==> src/rtl/spi_pkg.sv <==
// Shared definitions for the SPI master shift engine: FSM states, latched
// mode-bit positions and the edge-counter width helper.
package spi_pkg;

    typedef enum logic [1:0] {
        IDLE = 2'd0,
        XFER = 2'd1,
        DONE = 2'd2
    } state_t;

    localparam int unsigned MODE_CPOL = 1;
    localparam int unsigned MODE_CPHA = 0;

    // Wide enough to hold 2*data_width, the final edge number.
    function automatic int unsigned edge_cnt_width(input int unsigned data_width);
        return $clog2(2 * data_width) + 1;
    endfunction

endpackage

==> src/rtl/spi_edge_detect.sv <==
// Turns the BRG square wave into one-clk half-period ticks; the history
// register is held at 0 while the BRG is being cleared.
module spi_edge_detect (
    input  logic clk,
    input  logic rst,
    input  logic clr,
    input  logic en,
    input  logic baud,
    output logic tick
);

    logic baud_q;

    always_ff @(posedge clk or negedge rst) begin
        if (!rst) begin
            baud_q <= 1'b0;
        end else if (clr) begin
            baud_q <= 1'b0;
        end else begin
            baud_q <= baud;
        end
    end

    assign tick = en & (baud ^ baud_q);

endmodule

==> src/rtl/spi_master_shifter.sv <==
// SPI master shift engine: one full-duplex DataWidth-bit transfer per start,
// paced by half-period ticks derived from the BRG baud clock.
module spi_master_shifter
    import spi_pkg::*;
#(
    parameter int unsigned DataWidth = 8
) (
    input  logic                 clk,
    input  logic                 rst,
    input  logic                 start,
    input  logic [DataWidth-1:0] tx_data,
    input  logic                 cpol,
    input  logic                 cpha,
    input  logic                 lsb_first,
    input  logic                 baud,
    input  logic                 miso,
    output logic                 brg_clr,
    output logic                 sck,
    output logic                 mosi,
    output logic                 ss_n,
    output logic                 busy,
    output logic                 done,
    output logic [DataWidth-1:0] rx_data
);

    localparam int unsigned          EdgeW    = edge_cnt_width(DataWidth);
    localparam logic [EdgeW-1:0]     LastEdge = EdgeW'(2 * DataWidth);

    state_t               state;
    state_t               state_next;
    logic [EdgeW-1:0]     edge_cnt;
    logic [EdgeW-1:0]     edge_next;
    logic [DataWidth-1:0] tx_sr;
    logic [DataWidth-1:0] tx_shifted;
    logic [DataWidth-1:0] rx_sr;
    logic [DataWidth-1:0] rx_shifted;
    logic [1:0]           mode;
    logic                 lsb_q;
    logic                 in_xfer;
    logic                 tick;
    logic                 leading;
    logic                 last_edge;
    logic                 do_sample;
    logic                 do_drive;
    logic                 tx_bit;

    function automatic logic first_bit(input logic [DataWidth-1:0] w, input logic lsb);
        return lsb ? w[0] : w[DataWidth-1];
    endfunction

    function automatic logic [DataWidth-1:0] shift_out(input logic [DataWidth-1:0] w,
                                                       input logic lsb);
        return lsb ? (w >> 1) : (w << 1);
    endfunction

    function automatic logic [DataWidth-1:0] shift_in(input logic [DataWidth-1:0] w,
                                                      input logic b, input logic lsb);
        return lsb ? {b, w[DataWidth-1:1]} : {w[DataWidth-2:0], b};
    endfunction

    assign in_xfer = (state == XFER);

    // BRG is released already in the accepting cycle, so the first SCK edge
    // lands 2^SPR clk after acceptance and back-to-back gaps clear only once.
    assign brg_clr = !in_xfer && !((state == IDLE) && start);

    spi_edge_detect u_edge_detect (
        .clk  (clk),
        .rst  (rst),
        .clr  (brg_clr),
        .en   (in_xfer),
        .baud (baud),
        .tick (tick)
    );

    always_comb begin
        edge_next  = edge_cnt + 1'b1;
        leading    = edge_next[0];
        last_edge  = (edge_next == LastEdge);
        do_sample  = tick && (leading ^ mode[MODE_CPHA]);
        do_drive   = tick && (leading ? mode[MODE_CPHA]
                                      : (!mode[MODE_CPHA] && !last_edge));
        tx_bit     = first_bit(tx_sr, lsb_q);
        tx_shifted = shift_out(tx_sr, lsb_q);
        rx_shifted = do_sample ? shift_in(rx_sr, miso, lsb_q) : rx_sr;
    end

    always_ff @(posedge clk or negedge rst) begin
        if (!rst) begin
            state <= IDLE;
        end else begin
            state <= state_next;
        end
    end

    always_comb begin
        state_next = state;
        case (state)
            IDLE:    if (start) state_next = XFER;
            XFER:    if (tick && last_edge) state_next = DONE;
            DONE:    state_next = IDLE;
            default: state_next = IDLE;
        endcase
    end

    // rx_data/done are loaded on the final edge so both are valid together
    // for the single DONE cycle.
    always_ff @(posedge clk or negedge rst) begin
        if (!rst) begin
            sck      <= 1'b0;
            mosi     <= 1'b0;
            ss_n     <= 1'b1;
            busy     <= 1'b0;
            done     <= 1'b0;
            rx_data  <= '0;
            edge_cnt <= '0;
            tx_sr    <= '0;
            rx_sr    <= '0;
            mode     <= '0;
            lsb_q    <= 1'b0;
        end else begin
            done <= 1'b0;
            case (state)
                IDLE: begin
                    sck  <= cpol;
                    ss_n <= 1'b1;
                    if (start) begin
                        mode[MODE_CPOL] <= cpol;
                        mode[MODE_CPHA] <= cpha;
                        lsb_q    <= lsb_first;
                        ss_n     <= 1'b0;
                        busy     <= 1'b1;
                        edge_cnt <= '0;
                        rx_sr    <= '0;
                        if (cpha) begin
                            tx_sr <= tx_data;
                        end else begin
                            tx_sr <= shift_out(tx_data, lsb_first);
                            mosi  <= first_bit(tx_data, lsb_first);
                        end
                    end
                end
                XFER: begin
                    if (tick) begin
                        sck      <= ~sck;
                        edge_cnt <= edge_next;
                        rx_sr    <= rx_shifted;
                        if (do_drive) begin
                            mosi  <= tx_bit;
                            tx_sr <= tx_shifted;
                        end
                        if (last_edge) begin
                            rx_data <= rx_shifted;
                            done    <= 1'b1;
                        end
                    end
                end
                DONE: begin
                    sck  <= mode[MODE_CPOL];
                    ss_n <= 1'b1;
                    busy <= 1'b0;
                end
                default: begin
                    ss_n <= 1'b1;
                    busy <= 1'b0;
                end
            endcase
        end
    end

endmodule

==> config.mk <==
export PLATFORM = sky130hd
export DESIGN_NAME = spi_master_shifter
export DESIGN_NICKNAME = d
export VERILOG_FILES = /design/src/rtl/spi_pkg.sv /design/src/rtl/spi_edge_detect.sv /design/src/rtl/spi_master_shifter.sv
export SDC_FILE = /design/constraint.sdc
export NUM_CORES = 1
export LEC_CHECK = 0
export CAP_MARGIN = 20
export CORE_ASPECT_RATIO = 0.75
export CORE_UTILIZATION = 30
export DETAILED_ROUTE_END_ITERATION = 6
export HOLD_SLACK_MARGIN = 0.08
export PLACE_DENSITY = 0.56
export RECOVER_POWER = 25
export REMOVE_ABC_BUFFERS = 1
export SLEW_MARGIN = 20
export SYNTH_ARGS = -nofsm -noshare
export SYNTH_HDL_FRONTEND = slang
export SYNTH_SLANG_ARGS = --single-unit
export TNS_END_PERCENT = 100
==> constraint.sdc <==
create_clock -name clk -period 2.05 [get_ports clk]
set_input_delay 0.3075 -clock clk [delete_from_list [all_inputs] [get_ports clk]]
set_output_delay 0.3075 -clock clk [all_outputs]
set_load 0.005 [all_outputs]
### After elaboration in Yosys (flattened, before gate mapping)

Index checks and enable logic that the tools add are counted.

| word-level totals | value |
|---|---|
| bits in registers | 40 |
| latch bits | 0 |
| RAM bits | 0 |
| bits in read-only memories | 0 |
| input port bits | 16 |
| output and inout port bits | 14 |
| word-level logic and storage cells | 84 |
| memories | 0 |

| cells by class | value |
|---|---|
| add/sub/neg operators | 1 |
| $mul | 0 |
| divide/modulo/power cells | 0 |
| order comparisons | 0 |
| eq/ne operators | 8 |
| shift operators | 0 |
| mux-type cells | 36 |
| bitwise gates (word level) | 5 |
| reductions and logical operators | 21 |

Operator list:

| kind | number |
|---|---|
| $mux 8 | 10 |
| $pmux 8 s2 | 2 |
| $mux 1 | 14 |
| $mux 5 | 2 |
| $pmux 5 s2 | 1 |
| $reduce_and 2->1 | 4 |
| $logic_and 1x1->1 | 6 |
| $ne 2x1->1 const B | 3 |
| $pmux 1 s2 | 3 |
| $reduce_and 3->1 | 2 |
| $add 5x1->5 const B | 1 |
| $eq 5x5->1 const B | 1 |
| $reduce_and 5->1 | 1 |
| $logic_not 1->1 | 4 |
| $mux 2 | 2 |
| $ne 2x2->1 const B | 2 |
| $pmux 2 s2 | 1 |
| $reduce_and 4->1 | 1 |
| $pmux 1 s3 | 1 |
| $reduce_bool 3->1 | 1 |
| $eq 2x1->1 const B | 1 |
| $eq 2x2->1 const B | 1 |
| $logic_not 2->1 | 1 |
| $not 1->1 | 2 |
| other kinds (3) | 4 |

### Depth between registers and ports, before layout

Gate-level depths: netlist (run 1).

| logic depth | value |
|---|---|
| word-level depth | 9 |
| mapped depth | 9 |
| mapped depth without buffers | 7 |

### Hierarchy

From an unflattened synthesis (run 1), not the netlist that was laid out.

| second synthesis, totals | value |
|---|---|
| cell total of the unflattened synthesis | 226 |
| area, all modules | 2,292.2 um^2 |

Modules (own cells, without submodules):

| module | instances | cells each | area each (um^2) | seq. area each (um^2) |
|---|---|---|---|---|
| spi_master_shifter | 1 | 222 | 2,245.9 | 977.2 |
| spi_edge_detect | 1 | 4 | 46.3 | 25.0 |

### Worst setup path after synthesis (run 1)

OpenSTA, ideal clock, no wires.

| path | value |
|---|---|
| path type | register -> register |
| from | register state[0] |
| to | register mosi |
| library setup time | 125 ps |
| arrival time | 1,712 ps |
| data required time | 1,925 ps |
| slack | 213 ps |
| cell stages (with the launch flop) | 8 |
| path buffers | 0 |
| period minus slack after synthesis | 1,837 ps |
| cells stage by stage | dfrtp_1 > inv_1 > ha_1 > and2b_1 > a211oi_2 > o211ai_4 > a21oi_2 > mux2_4 |

| between the ends | value |
|---|---|
| longest elaborated chain between the ends | 5 |
| elaborated cells between the ends (all ways) | 11 |
| those cells by class | 5 x eq/ne; 1 x mux; 1 x bitwise; 4 x reduce/logical |

Ends and longest elaborated chain:

| item | RTL line | RTL |
|---|---|---|
| start: declaration | spi_master_shifter.sv:29 | `state_t state;` |
| start signal: assignment | spi_master_shifter.sv:92 | `state <= state_next;` |
| $eq 2x1->1 | spi_master_shifter.sv:61, spi_master_shifter.sv:123 |  |
| $and 1x1->1 | spi_edge_detect.sv:24 | `assign tick = en & (baud ^ baud_q);` |
| $logic_and 1x1->1 | spi_master_shifter.sv:81 | `do_drive = tick && (leading ? mode[MODE_CPHA]` |
| $ne 2x1->1 (no source line) | n/a |  |
| $reduce_and 5->1 (no source line) | n/a |  |
| end signal: assignment | spi_master_shifter.sv:139 | `mosi <= first_bit(tx_data, lsb_first);` |
| end signal: assignment | spi_master_shifter.sv:149 | `mosi <= tx_bit;` |
| end: declaration | spi_master_shifter.sv:19 | `output logic mosi,` |

Parallel ways exist; a longest one is shown, timed or not.
A chain may end at the register's enable or synchronous reset.

### Final worst setup path (run 1)

Same ends and word-level chain as after synthesis.

==> reports/metrics.yaml, run 1 <==
status: "completed"
fin_crit_ns: 1.89
grt_overflow_total: 0
fp.dieW_um: 102
core_area_um2: 7030
worst_setup_path_start_kind: "flip-flop"
avgSynthCellArea_um2: 9.66
sw_frac_of_total_pct: 38.4
dp_hpwl_um: 3480
dpl_cell_area_um2: 2710
hold_path_class: "primary input to asynchronous set/reset pin"
p_switching_uw: 1240
syn_area_um2: 2240
crit_required_ns: 2.23
design_area_um2: 2820
numCtsBuffers: 5
clk_latency_ns: 0.29
p_seq_share_pct: 35.9
dr.pass1.iters: 4
synth_ff_type: "dfrtp_1"
tightest_slew_ns: 0.995
clock_skew_ns: 0.00804
grt_pass1_wl_um: 8140
r2r-start: "state[0]$_DFFE_PN0P_"
cts_tree: "yes"
synthDistinctLibCells: 40
post-place-ws_ns: -0.00272
grt_pass1_vias: 1680
die_h_um: 76.9
finalNetCount: 296
drc_errors: 0
wl_per_cell_um: 13.1
synth_edf_count: 0
leakage_uw: 0.00124
slew-limit-headroom_pct: 33.7
max_freq_mhz: 528
rsz0062_at_grt: "no"
arrival_ns: 2.08
yosysSeqAreaShare_pct: 44.7
p_comb_share_pct: 47.4
hold-worst-slack_ns: 0.255
ctsHtreeMaxLevel: 2
startpoint: "state[0]$_DFFE_PN0P_"
cts_hold_buf: 0
ant_nets: 0
dieArea_um2: 7830
clk_transition_reported_paths_ns: 0.08
p_per_area_nw_per_um2: 1150
r2r_end: "mosi$_DFFE_PN0P_"
n_antenna_cell: 0
clk_path_buf_depth: 2
min_period_over_period_pct: 92.4
grt_max_degree: 41
syn_inst: 232
cts-root-buf: "clkbuf_8"
vias: 1771
vias_per_cell: 4.74
antenna_found_initial: 0
port_buffers: 29
report.final.slew_viol_count: 0
async_flop_share_pct: 100
clkPwrFrac_pct: 16.7
reg2reg_slack_ns: 0.16
fin_ws_ns: 0.155
p_int_uw: 1990
hold_viol_final: 0
power_uw: 3230
rows: 26
drtIter0Drc: 63
grt_usage_pct: 13.5
yosys_warnings: 0
gp_congestion: 0.731
maxCapViolCount: 0
synth_seq_cells: 40
worst-r2r-cell-count: 7
start_util_pct: 31.9
cp-endpoint: "mosi$_DFFE_PN0P_"
area_delta_synth_final_pct: 25.6
crit_fanout: 6
drive_above_1_share_pct: 17.8
irDropWorstVdd_mv: 0.461
io_pins: 30
setup_viol: 0
endpoint_kind: "flip-flop"
cts_sinks: 40
wl_um: 4910
crit_type: "flip-flop to flip-flop"
-- layer usage --
| layer | vias up | GRT usage (%) | part of all wire, % | routed length, um |
|---|---|---|---|---|
| met3 | 4 | 3.65 | 3.4 | 166 |
| met5 | - | 0 | 0 | 0 |
| li1 | 890 | - | - | - |
| met2 | 26 | 19.6 | 42 | 2080 |
| met1 | 851 | 19.2 | 53 | 2620 |
| met4 | 0 | 4.29 | 0.94 | 46 |
-- synthesized netlist by cell type, types with 2 or more instances --
master	n	area (um^2)
a31oi_1	2	12.5
clkbuf_1	2	7.51
mux2_2	9	101
buf_2	6	30.0
mux2i_1	21	210
nand3_1	3	15.0
xnor2_1	2	17.5
a211o_1	2	17.5
nand2b_1	4	25.0
o21ai_0	38	190
inv_1	5	18.8
buf_6	2	22.5
a22o_1	5	43.8
nand2_1	37	139
nor2_1	9	33.8
xor2_1	3	26.3
dfrtp_1	39	976
nor2b_1	4	25.0
nor3b_1	2	15.0
a21oi_1	11	55.1
ha_1	5	62.6
o21ai_1	2	10.0
a21oi_2	2	17.5
-- registers in the layout, summed over array words and instances, names as in the netlist, 2 cells and up --
name and flops:
mode 2, tx_sr 8, rx_sr 8, edge_cnt 5
state 2, rx_data 8
-- final cells by class --
class	count	area, um^2
Clock buffer	6	82.6
Multi-Input combinational cell	174	1150
Fill cell	736	4210
Sequential cell	40	1000
Timing Repair Buffer	48	424
Inverter	6	22.5
Tap cell	98	123
Clock inverter	2	10.0
-- repair_timing --
action | 4_1_cts | 5_1_grt
gates resized for setup | 3 | 0
setup endpoints to repair | 1 | 0
setup buffers | 2 | 0
-- worst max-delay path: stages (launching register included) --
cell and delay, ns:
dfrtp_1 0.39, inv_1 0.09, ha_2 0.22, and2b_1 0.24, a211oi_2 0.29, o211ai_4 0.11
a21oi_2 0.14, mux2_4 0.30
-- metrics by stage --
stage	instances	util, %	setup TNS [ns]
2_1_floorplan	220	-	-1.38
3_3_place_gp	364	38.5	0
3_5_place_dp	364	38.5	-0.00272
4_1_cts	374	40.1	0
5_1_grt	374	40.1	0
6_report	374	40.1	0
-- cell families after synthesis --
kind of cell               share of synthesized area, %
and+or+nand+nor                                    13.4
DFF                                                44.7
buffers and inverters                              4.19
xor gates and xnor gates                           1.95
adders and majority gates                          2.79
muxes                                              14.6
AOI/OAI and AO/OA                                  18.4
-- power groups by stage --
| stage | logic [uW] | clock network, uW | registers (uW) |
|---|---|---|---|
| global placement | 1490 | 0 | 1170 |
| CTS | 1540 | 559 | 1160 |
| finish | 1530 | 541 | 1160 |
| detailed placement | 1520 | 0 | 1170 |
| global route | 1690 | 603 | 1190 |
| floorplan | 885 | 0 | 1190 |
-- layout by cell type, fill, tap and decap left out, drive strengths merged, types with 2 or more instances in the layout --
| cell | n |
|---|---|
| buf | 19 |
| mux2 | 10 |
| a21oi | 13 |
| nand2 | 38 |
| a211o | 2 |
| nand2b | 4 |
| nor2b | 4 |
| dfrtp | 39 |
| a211oi | 2 |
| clkbuf | 7 |
| o21ai | 40 |
| clkinv | 2 |
| a31oi | 2 |
| xor2 | 3 |
| nor2 | 9 |
| clkdlybuf4s50 | 27 |
| inv | 6 |
| a22o | 5 |
| xnor2 | 2 |
| mux2i | 21 |
| nor3b | 2 |
| nand3 | 3 |
| ha | 5 |
-- worst min path at each step --
stage                     start                endpoint  slack (ns)  depth (start not counted)
after floorplan             rst        busy$_DFFE_PN0P_        0.01                          0
after CTS                   rst    rx_sr[3]$_DFFE_PN0P_        0.08                          2
after detailed placement    rst  rx_data[1]$_DFFE_PN0P_        0.41                          2
final                       rst    rx_sr[7]$_DFFE_PN0P_        0.26                          2
after global routing        rst    rx_sr[3]$_DFFE_PN0P_        0.35                          2
after global placement      rst  rx_data[1]$_DFFE_PN0P_        0.41                          2
Power figures use the tool's default switching activity.
==> inputs of run 2 (changes only) <==
Settings changed: CORE_UTILIZATION 30 to 59, PLACE_DENSITY 0.56 to 0.92.
Clock period 2.05 ns to 2.19 ns, I/O delays scaled along.
==> reports/metrics.yaml, run 2 (synthesis gave the netlist of run 1 again) <==
status: "completed"
drc_errors: 0
start_util_pct: 65.1
tightest_slew_ns: 0.855
final_common_cell: "dfrtp_1"
arrival_ns: 1.76
ant_nets: 0
die_h_um: 55.4
reg.largest.list: "rx_data x8, rx_sr x8, tx_sr x8"
n_antenna_cell: 0
ctsHtreeMaxLevel: 2
endpoint_kind: "output pin"
grt_overflow_total: 0
wl_um: 4960
final_cell_mix: "39 x dfrtp_1, 38 x o21ai_0, 37 x nand2_1, 28 x clkdlybuf4s50_1, 21 x mux2i_1"
min_period_over_period_pct: 95.4
report.final.slew_viol_count: 0
grt_max_degree: 41
worst_setup_path_start_kind: "flip-flop"
core_area_um2: 3450
numCtsBuffers: 5
rsz0062_at_grt: "no"
fp.dieW_um: 73.2
p_seq_share_pct: 34.4
io_pins: 30
gp_congestion: 0.836
cts_setup_buffers: 0
clk_transition_reported_paths_ns: 0.08
slew-limit-headroom_pct: 43.0
seq_area_um2: 1000
max_freq_mhz: 479
port_buffers: 29
maxCapViolCount: 0
rows: 18
p_comb_share_pct: 43.5
leakage_uw: 0.00121
hold_path_class: "primary input to asynchronous set/reset pin"
vias: 1845
grt_pass1_wl_um: 8380
hold_viol_final: 0
area_delta_synth_final_pct: 21.8
p_per_area_nw_per_um2: 1170
finalNetCount: 287
dp_hpwl_um: 3350
crit_fanout: 11
sw_frac_of_total_pct: 36.8
grt_pass1_vias: 1782
drtIter0Drc: 157
cts_tree: "yes"
vias_per_cell: 5.84
grt_usage_pct: 27.7
clk_path_buf_depth: 2
fin_crit_ns: 2.09
clkPwrFrac_pct: 22.1
crit_required_ns: 1.86
clock_skew_ns: 0.00708
dieArea_um2: 4050
setup_viol: 0
wl_per_cell_um: 15.7
irDropWorstVdd_mv: 0.694
fillers: 227
antenna_found_initial: 0
crit_type: "flip-flop to output pin"
p_int_uw: 2010
drive_above_1_share_pct: 15.0
multi_input_area_um2: 1150
fin_tns_setup_ns: 0
power_uw: 3190
cts_sinks: 40
cts-root-buf: "clkbuf_8"
p_switching_uw: 1170
dr.pass1.iters: 4
clk_latency_ns: 0.30
[run 2: worst paths after layout]
path                                        startpoint  depth (start not counted)                endpoint  slack (ns)
min in group clk                rx_data[1]$_DFFE_PN0P_                          2  rx_data[1]$_DFFE_PN0P_        0.50
worst min register to register  rx_data[1]$_DFFE_PN0P_                          2  rx_data[1]$_DFFE_PN0P_        0.50
max in group asynchronous                          rst                          1    tx_sr[4]$_DFFE_PN0P_        1.52
worst min-delay path                               rst                          1  rx_data[3]$_DFFE_PN0P_        0.13
worst max-delay path              state[1]$_DFFE_PN0P_                          4                 brg_clr        0.10
worst max register to register    state[1]$_DFFE_PN0P_                          6    rx_sr[1]$_DFFE_PN0P_        0.23
[run 2: what timing repair did]
item | in CTS | in global routing
hold buffers | 0 | 0
endpoints found under the setup margin | 1 | 1
gates resized for setup | 1 | 2
[run 2: power groups by stage]
stage	registers [uW]	logic [uW]	clock network (uW)
after floorplan	1120	828	0
after global placement	1090	1290	0
after detailed placement	1100	1350	0
after CTS	1090	1370	711
after global routing	1120	1530	747
final	1100	1390	704
[run 2: layer usage]
| metal | GRT usage, % | part of all wire, % | vias up |
|---|---|---|---|
| met5 | 0 | 0 | - |
| met1 | 37.8 | 45 | 891 |
| li1 | - | - | 879 |
| met4 | 10.1 | 0.99 | 0 |
| met3 | 8.94 | 7.0 | 8 |
| met2 | 41.1 | 47 | 67 |
[run 2: metrics by stage]
step           hold WS [ns]  util [%]  worst slack, ns  cells  area [um^2]
5_1_grt               0.203      79.3           0.0262    316         2730
3_5_place_dp          0.478      75.3            0.135    309         2590
3_3_place_gp          0.481      75.3            0.172    309         2590
2_1_floorplan        0.0329         -           -0.147    220         2170
4_1_cts               0.167      79.1           0.0127    316         2730
6_report              0.132      79.3            0.100    316         2730
[run 2: area by class of cell]
class	instances	share of cell area (%)
Clock buffer	5	2.52
Multi-Input combinational cell	174	42.3
Timing Repair Buffer	39	13.2
Sequential cell	40	36.7
Clock inverter	2	2.20
Tap cell	50	2.29
Inverter	6	0.825
[run 2: critical path, stage by stage, from the launching register on]
cell,delay (ns)
dfrtp_1,0.41
inv_1,0.10
ha_2,0.27
a21oi_2,0.16
clkdlybuf4s50_1,0.52
==> edit (config.mk and constraints of run 1) <==
The 3 states of `state_t` get a one-hot encoding in 3 bits.
--- a/src/rtl/spi_pkg.sv
+++ b/src/rtl/spi_pkg.sv
@@ -2,10 +2,10 @@
 // mode-bit positions and the edge-counter width helper.
 package spi_pkg;
 
-    typedef enum logic [1:0] {
-        IDLE = 2'd0,
-        XFER = 2'd1,
-        DONE = 2'd2
+    typedef enum logic [2:0] {
+        IDLE = 3'b001,
+        XFER = 3'b010,
+        DONE = 3'b100
     } state_t;
 
     localparam int unsigned MODE_CPOL = 1;
Behaviour: same outputs for any inputs over 10 cycles, from zero or initial values and one cycle with rst low; not proved beyond that.
==> edit against run 1 <==
- worst setup slack worse by 0.022 ns
- wire length is 3.3% lower
- total power down 7.8%
- critical path depth decreased by 2
- cell area is essentially flat
- area after synthesis increased by 0.39%
- sequential cell count grew 1
- largest power group unchanged
- highest routed layer unchanged
==> edit: results (changes against run 1) <==
- Status: finished, final reports clean
- Wire length of the first global-routing pass: 8569 um (+5.2%)
- Commonest cells in the netlist: dfrtp_1 (39), nand2_1 (27), o21ai_0 (23), mux2i_1 (22), nor2_1 (16)
- Filler cells: 712 (-3.3%)
- HP Class: in -> async
- Distinct cells, synth: 41 (+2.5%)
- Wire length per cell: 13.30 um (+1.3%)
- Clock insertion delay at the later pin of the skew report: 0.29 ns (about the same)
- Share of cells above drive strength 1: 21.62% (+3.9 points)
- Worst slew margin: 30.44% (-3.3 points)
- Peak supply drop: 0.0003451 V (-25%)
- 1st-iter DRT viols: 70 (+11%)
- Reg2reg setup slack: 0.13 ns (-0.02 ns)
- Final Wtd Congestion: 0.7765 (+6.3%)
- Finished Layout Cells: 357 (-4.5%)
- F_max: 521.7 MHz (-1.2%)
- Largest net degree at the start of global routing: 42 (+2.4%)
- Crit path DAT: 2.10 ns (+0.02 ns)
- I/O Buffers: 29 (unchanged)
- Post-Synth Adder-Cell Area: 0.5559% (-2.2 points)
- First-pass DRT Iterations: 6 (+2)
- Sw frac: 35.02% (-3.4 points)
- R2R cell count: 5 (-2)
- Setup WS pre-CTS: 0.04674 ns (+0.04946 ns)
- Vias per cell: 4.804 (+1.4%)
- Lkg Pwr: 1.211 nW (-2.6%)
- Synth Area in Compound Gates: 14.17% (-4.2 points)
- Initial antenna violation count: 0 (unchanged)
- Post-synthesis xor/xnor area fraction: 1.890% (-0.063 points)
- Ys async rst share: 100.0% (unchanged)
- Yosys top cell area share: 43.36% (-0.17 points)
- Post-Syn Instances: 220 (-5.2%)
- CP startpoint: state[2]
- Worst-path fanout max: 10 (+4)
- Crit path to: rx_data[7]
- Biggest regs: rx_data x8, rx_sr x8, tx_sr x8
- CTS Buf Count: 5 (unchanged)
- Placed insts: 347 (-4.7%)
- Synth area leaders: dfrtp_1 (43%), mux2i_1 (9.8%), mux2_2 (7.0%), o21ai_0 (5.1%), nand2_1 (4.5%)
- Sequential area share after synthesis: 45.69% (+0.99 points)
- Layout net count: 275 (-7.1%)
- Vias in the first global route: 1786 (+6.3%)
- Multiplexer share of the synthesized area: 18.29% (+3.7 points)
- Post-DP HPWL: 3346 um (-3.9%)
- Final worst clock skew: 0.01011 ns (+0.002064 ns)
- Clock root buffer master: clkbuf_8
- Post-DP Area: 0.002686 sq mm (-0.74%)
- Total Routing Usage GR: 13.90% (+0.44 points)
## edit: changes by cell type after synthesis, sizes merged, moves of 6 or more
cell,before,now
nand2,38,28
a211oi,2,10
o21ai,40,25
nand3,3,9
mux2,10,17
nor2,9,19
## edit: layout make-up
class | instances | area (sq um) | area share [%]
repair buffers | 43 | 399.1 | 14.16
well taps | 98 | 122.6 | 4.350
clock inverters | 1 | 5.005 | 0.1775
inverters | 2 | 7.507 | 0.2663
multi-input cells | 165 | 1159 | 41.10
clock buffers | 7 | 96.34 | 3.418
flip-flops and latches | 41 | 1030 | 36.53
## edit: critical path: stages, from the launching register on
cell and delay (ns):
dfrtp_2 0.48, or3b_1 0.43, nor2_4 0.20, nand2_2 0.12, nor2_8 0.20, mux2_2 0.36
## edit: worst min path at each step
| stage | end | slack, ns | cells after the start |
|---|---|---|---|
| 2_1_floorplan | busy | 0.01 | 0 |
| 3_3_place_gp | sck | 0.42 | 2 |
| 3_5_place_dp | mode[1] | 0.42 | 2 |
| 4_1_cts | mode[1] | 0.09 | 2 |
| 5_1_grt | sck | 0.35 | 2 |
| 6_report | mode[1] | 0.27 | 2 |
## edit: power groups by stage
stage	registers, W	logic (W)	clock network, W
floorplan	0.00121	0.000665	0
global placement	0.00119	0.00115	0
detailed placement	0.00120	0.00116	0
CTS	0.00119	0.00121	0.000613
global route	0.00122	0.00134	0.000652
finish	0.00118	0.00120	0.000594
## edit: layer usage
layer  vias up  GRT usage, %  part of all wire [%]  routed length, um
met5         -             0                     0                  0
met4         0         3.857                  0.93                 44
met3         5         3.464                   3.2                152
met2        19         20.94                    43               2064
met1       833         19.57                    52               2487
li1        858             -                     -                  -
## edit: what timing repair did
item / in CTS / in global routing
hold buffers: 0 / 0
setup endpoints to repair: 1 / 1
setup buffers: 2 / 0
resized for setup: 6 / 1
